`src/rtl/fir_pkg.sv`:
```
// Shared widths, saturation limits and signed sample types for the FIR
// datapath and the requantizing decimator that sits behind it.
package fir_pkg;
  localparam int SAMPLE_W = 16;
  localparam int ACC_W    = 32;
  localparam int OUT_W    = 16;
  localparam int OUT_MAX  = 32767;
  localparam int OUT_MIN  = -32768;

  typedef logic signed [SAMPLE_W-1:0] sample_t;
  typedef logic signed [ACC_W-1:0]    acc_t;
  typedef logic signed [OUT_W-1:0]    out_t;
endpackage

```
`src/rtl/fir_sample_fifo.sv`:
```
// Output sample FIFO: DEPTH entries, occupancy counter separates full from
// empty, and an empty FIFO presents zero instead of stale storage.
module fir_sample_fifo #(
  parameter int DEPTH = 4,
  parameter int OUT_W = 16
) (
  input  logic             clk,
  input  logic             reset,
  input  logic             push_i,
  input  logic [OUT_W-1:0] data_i,
  input  logic             pop_i,
  output logic [OUT_W-1:0] data_o,
  output logic             full_o,
  output logic             empty_o
);
  localparam int AW = (DEPTH > 1) ? $clog2(DEPTH) : 1;
  localparam int CW = AW + 1;

  logic [OUT_W-1:0] mem [DEPTH];
  logic [AW-1:0]    wr_q, wr_d;
  logic [AW-1:0]    rd_q, rd_d;
  logic [CW-1:0]    cnt_q, cnt_d;

  assign full_o  = (cnt_q == CW'(DEPTH));
  assign empty_o = (cnt_q == '0);
  assign data_o  = empty_o ? '0 : mem[rd_q];

  // Pointers wrap for free because DEPTH is a power of two.
  always_comb begin
    wr_d  = wr_q;
    rd_d  = rd_q;
    cnt_d = cnt_q;
    if (push_i) wr_d = wr_q + AW'(1);
    if (pop_i)  rd_d = rd_q + AW'(1);
    case ({push_i, pop_i})
      2'b10:   cnt_d = cnt_q + CW'(1);
      2'b01:   cnt_d = cnt_q - CW'(1);
      default: cnt_d = cnt_q;
    endcase
  end

  always_ff @(posedge clk or posedge reset) begin
    if (reset) begin
      wr_q  <= '0;
      rd_q  <= '0;
      cnt_q <= '0;
    end else begin
      wr_q  <= wr_d;
      rd_q  <= rd_d;
      cnt_q <= cnt_d;
    end
  end

  always_ff @(posedge clk) begin
    if (push_i) mem[wr_q] <= data_i;
  end
endmodule

```
`src/rtl/fir_decim_requant.sv`:
```
// Decimates the FIR accumulator stream, rounds/shifts/saturates to 16 bits,
// and queues results in an output FIFO with sticky overflow and drop pulse.
module fir_decim_requant
  import fir_pkg::*;
#(
  parameter int DECIM = 4,
  parameter int SHIFT = 2,
  parameter int DEPTH = 4
) (
  input  logic                    clk,
  input  logic                    reset,
  input  logic signed [ACC_W-1:0] in_data,
  input  logic                    in_en,
  output logic signed [OUT_W-1:0] out_data,
  // Handshake: out_data is valid while out_valid=1; a sample leaves the FIFO
  // on every rising edge where out_valid && out_ready, otherwise it holds.
  output logic                    out_valid,
  input  logic                    out_ready,
  output logic                    ovf_sat,
  output logic                    drop,
  input  logic                    clr_flags
);
  localparam logic [3:0]         PH_LAST = 4'(DECIM - 1);
  localparam logic signed [32:0] RND     = (SHIFT > 0) ? (33'sd1 <<< ((SHIFT > 0) ? SHIFT - 1 : 0)) : 33'sd0;
  localparam logic signed [32:0] SAT_HI  = 33'(OUT_MAX);
  localparam logic signed [32:0] SAT_LO  = 33'(OUT_MIN);

  logic [3:0]             phase_q, phase_d;
  logic                   s1_valid_q, s1_valid_d;
  logic [OUT_W-1:0]       s1_data_q, s1_data_d;
  logic                   ovf_q, ovf_d;
  logic                   drop_q, drop_d;
  logic                   accept;
  logic signed [32:0]     ext, shifted;
  logic [OUT_W-1:0]       req_data;
  logic                   req_sat;
  logic                   push, pop;
  logic                   fifo_full, fifo_empty;
  logic [OUT_W-1:0]       fifo_data;

  assign accept = in_en && (phase_q == 4'd0);

  // Rounding add and shift in 33 bits so the offset can never wrap the sum.
  always_comb begin
    ext      = {in_data[ACC_W-1], in_data};
    shifted  = (ext + RND) >>> SHIFT;
    req_data = shifted[OUT_W-1:0];
    req_sat  = 1'b0;
    if (shifted > SAT_HI) begin
      req_data = SAT_HI[OUT_W-1:0];
      req_sat  = 1'b1;
    end else if (shifted < SAT_LO) begin
      req_data = SAT_LO[OUT_W-1:0];
      req_sat  = 1'b1;
    end
  end

  assign pop  = out_valid && out_ready;
  assign push = s1_valid_q && (!fifo_full || pop);

  always_comb begin
    phase_d = phase_q;
    if (in_en) phase_d = (phase_q == PH_LAST) ? 4'd0 : phase_q + 4'd1;
    s1_valid_d = accept;
    s1_data_d  = accept ? req_data : s1_data_q;
    ovf_d      = (accept && req_sat) || (ovf_q && !clr_flags);
    drop_d     = s1_valid_q && fifo_full && !pop;
  end

  always_ff @(posedge clk or posedge reset) begin
    if (reset) begin
      phase_q    <= '0;
      s1_valid_q <= 1'b0;
      s1_data_q  <= '0;
      ovf_q      <= 1'b0;
      drop_q     <= 1'b0;
    end else begin
      phase_q    <= phase_d;
      s1_valid_q <= s1_valid_d;
      s1_data_q  <= s1_data_d;
      ovf_q      <= ovf_d;
      drop_q     <= drop_d;
    end
  end

  fir_sample_fifo #(
    .DEPTH (DEPTH),
    .OUT_W (OUT_W)
  ) u_fifo (
    .clk     (clk),
    .reset   (reset),
    .push_i  (push),
    .data_i  (s1_data_q),
    .pop_i   (pop),
    .data_o  (fifo_data),
    .full_o  (fifo_full),
    .empty_o (fifo_empty)
  );

  assign out_valid = !fifo_empty;
  assign out_data  = fifo_data;
  assign ovf_sat   = ovf_q;
  assign drop      = drop_q;
endmodule

```
`config.mk`:
```
export PLATFORM = sky130hd
export DESIGN_NAME = fir_decim_requant
export DESIGN_NICKNAME = d
export VERILOG_FILES = /design/src/rtl/fir_pkg.sv /design/src/rtl/fir_sample_fifo.sv /design/src/rtl/fir_decim_requant.sv
export SDC_FILE = /design/constraint.sdc
export NUM_CORES = 1
export LEC_CHECK = 0
export BUFFER_PORTS_ARGS = -buffer_cell sky130_fd_sc_hd__buf_4
export CAP_MARGIN = 20
export CORE_MARGIN = 2
export CORE_UTILIZATION = 40
export CTS_CLUSTER_SIZE = 12
export DETAILED_ROUTE_END_ITERATION = 16
export PLACE_DENSITY = 0.61
export SETUP_SLACK_MARGIN = 0.5
export SYNTH_ARGS = -nofsm -noshare
export SYNTH_HDL_FRONTEND = slang
export SYNTH_SLANG_ARGS = --single-unit
```
`constraint.sdc`:
```
create_clock -name clk -period 3.4 [get_ports clk]
set_input_delay 0.17 -clock clk [delete_from_list [all_inputs] [get_ports clk]]
set_output_delay 0.17 -clock clk [all_outputs]
set_load 0.02 [all_outputs]
```
==> results.sh <==
export IMPL_async_flop_share=0.319
export IMPL_std_cell_rows=39
export IMPL_crit_path_end_kind="flip-flop"
export IMPL_syn_inst=354
export IMPL_clock_skew_ns=0.00441
export IMPL_clock_sinks=94
export IMPL_setup_violations=0
export IMPL_setup_tns_ns=0
export IMPL_num_io_pins=56
export IMPL_cts_setup_buffers=0
export IMPL_final_nets=454
export IMPL_syn_to_final_growth_pct=18.8
export IMPL_grt_max_degree=30
export IMPL_slew_headroom=0.445
export IMPL_multi_input_area_um2=1810
export IMPL_place_gp_congestion=0.859
export IMPL_worst_path_buf_inv=2
export IMPL_grt_pass1_wl_mm=14.5
export IMPL_path_cells="buf_4 -> ha_1 -> nand4_1 -> or3_1 -> nor4_2 -> o2111ai_1 -> a2111oi_4 -> nor2_1 -> buf_4 -> a311oi_1"
export IMPL_ff2ff_path_depth=8
export IMPL_regArea_um2=2670
export IMPL_hpwl_mm=6.53
export IMPL_critPathArrivalTime_ns=2.71
export IMPL_cp_depth=10
export IMPL_max_freq_mhz=403
export IMPL_clkLatencyLatePin_ns=0.33
export IMPL_syn_avg_cell_area_um2=13.1
export IMPL_cpPeakStageDelay_ns=0.53
export IMPL_pre_cts_ws_ns=0.577
export IMPL_synth_edff_count=64
export IMPL_fp_dieArea_um2=12500
export IMPL_root_buffer="clkbuf_16"
export IMPL_cts_buffers=9
export IMPL_syn_num_nets=400
export IMPL_gr_total_overflow=0
export IMPL_diodes=0
export IMPL_worstMarginPinSlew_ns=0.832
export IMPL_min_path_cells=2
export IMPL_antenna_found_initial=0
export IMPL_start_kind="input pin"
export IMPL_die_h_um=112
export IMPL_yosysSeqAreaShare=0.577
export IMPL_postRouteAntennaNets=0
export IMPL_grt_pass1_vias=2897
export IMPL_drt_total_wl_mm=8.82
export IMPL_htreeDepth=3
export IMPL_ctsHoldBuffers=1
export IMPL_fp_dieW_um=112
export IMPL_critPathMaxFanout=11
export IMPL_viasPerCell=5.38
export IMPL_layout_min_cycle_time_ns=2.48
export IMPL_drive_gt1_frac=0.242
export IMPL_setup_worst_path_class="in -> reg"
export IMPL_synth_cell_types=59
export IMPL_synth_ff_type="edfxtp_1"
export IMPL_drv_slew=0
export IMPL_synth_area_um2=4630
export IMPL_dr_pass1_iters=4
export IMPL_drv_cap=0
export IMPL_pwr_density_cell_nw_per_um2=766
export IMPL_yosys_warnings=0
export IMPL_critPathTopFamily="simple AND/OR/NAND/NOR gates"
export IMPL_hold_path_class="in -> reg"
export IMPL_core_area_um2=11400
export IMPL_clk_pin_slew_ns=0.06
export IMPL_fill_cells=1014
export IMPL_grtUsageTotal=0.148
export IMPL_min_period_over_period=0.729
export IMPL_p_leak_nw=1.99
export IMPL_cts_tree="done"
export IMPL_clockBufferDepth=2
export IMPL_vias=2990
export IMPL_status="finished clean"
export IMPL_ys_ff_latch=94
export IMPL_avgRoutedWirePerCell_um=15.9
export IMPL_cts_resized_gates=0
export IMPL_cp_data_required_time_ns=3.63
export IMPL_fin_ws_ns=0.920
export IMPL_peakVddDrop_v=0.000400
export IMPL_path_common_cell="buf_4"
export IMPL_drcViolationCount=0
export IMPL_start_util=0.407
export IMPL_drt_initial_drc_count=161
export IMPL_cp_slowest_cell="or3_1"
export IMPL_rsz0062_at_grt="no"
export IMPL_timing_final_hold_violations=0
export IMPL_portBuffers=54
==> Yosys cell counts (all sizes together), types with 4 or more instances <==
master,instances,share of area
and4,5,0.010
nor4,5,0.0081
a31oi,6,0.0081
o21ai,10,0.011
clkbuf,9,0.0073
edfxtp,64,0.42
nand3,10,0.011
inv,16,0.013
ha,8,0.022
and2,25,0.034
nor3,6,0.0065
mux4,16,0.078
a311oi,9,0.018
xor2,9,0.017
xnor2,15,0.028
nand4,10,0.015
buf,8,0.012
nand2,17,0.014
a211oi,4,0.0065
dfrtp,30,0.16
nor2,29,0.024
==> routing by layer <==
| metal | routed length (um) | part of all wire | vias to the layer above | GRT usage |
|---|---|---|---|---|
| met5 | 0 | 0 | - | 0 |
| met4 | 142 | 0.016 | 0 | 0.0708 |
| met3 | 396 | 0.045 | 11 | 0.0272 |
| met2 | 4210 | 0.48 | 69 | 0.239 |
| met1 | 4070 | 0.46 | 1451 | 0.195 |
| li1 | - | - | 1459 | - |
==> cells by family (layout without fill, tap and decap cells) <==
logic type	Yosys count	in the layout	share of synthesized area
multiplexers	17	17	0.0800
flip-flops	94	94	0.577
buffers and inverters	33	92	0.0322
AND/OR/NAND/NOR	125	125	0.149
AO/OA/AOI/OAI	52	52	0.0905
XOR/XNOR	24	24	0.0454
adder cells (fa/ha/maj)	9	9	0.0259
==> layout make-up <==
class,instances,share of cell area
flip-flops and latches,94,0.486
well taps,143,0.0325
inverters,16,0.0109
repair buffers,60,0.0860
multi-input cells,227,0.329
clock inverters,6,0.0139
clock buffers,10,0.0416
==> placed cells by master, fill, tap and decap left out, drive strengths merged, types with 4 or more instances in the layout <==
cell / synthesis / final
nor2: 29 / 29
o21ai: 10 / 10
clkbuf: 9 / 10
xnor2: 15 / 15
a31oi: 6 / 6
nor3: 6 / 6
nand2: 17 / 17
nand4: 10 / 10
buf: 8 / 59
dfrtp: 30 / 30
inv: 16 / 16
nor4: 5 / 5
xor2: 9 / 9
and2: 25 / 25
ha: 8 / 8
edfxtp: 64 / 64
and4: 5 / 5
a311oi: 9 / 9
nand3: 10 / 10
a211oi: 4 / 4
mux4: 16 / 16
==> sequential cells by signal, indices dropped and copies added, names as in the netlist <==
| register | cells |
|---|---|
| s1_data_q | 16 |
| u_fifo.mem | 64 |
| u_fifo.wr_q | 2 |
| ovf_sat | 1 |
| u_fifo.rd_q | 2 |
| s1_valid_q | 1 |
| phase_q | 4 |
| u_fifo.cnt_q | 3 |
| drop | 1 |
==> metrics by stage <==
step / std cells / instance area [um2] / total power, mW / util / hold WS [ns]
after floorplan: 354 / 4630 / 2.75 / - / 0.261
after global placement: 538 / 5160 / 3.21 / 0.454 / 0.406
after detailed placement: 539 / 5180 / 3.26 / 0.456 / 0.164
after CTS: 556 / 5500 / 4.27 / 0.484 / 0.0527
after global routing: 556 / 5500 / 4.47 / 0.484 / 0.0704
final: 556 / 5500 / 4.21 / 0.484 / 0.0651
==> report_power, final <==
group          internal (mW)  switching [mW]
logic                  0.671           0.694
registers               1.61           0.229
clock network          0.634           0.375
==> worst paths after layout <==
check | slack [ns] | start | to
hold / removal | 0.07 | in_en | phase_q[1]
max in group asynchronous | 2.60 | reset | s1_data_q[3]
setup / recovery | 0.92 | in_data[2] | s1_data_q[5]
hold reg to reg | 0.49 | u_fifo.cnt_q[2] | u_fifo.cnt_q[2]
min in group asynchronous | 0.37 | reset | drop
setup reg to reg | 1.15 | u_fifo.cnt_q[0] | u_fifo.cnt_q[2]
Power figures use the tool's default switching activity.
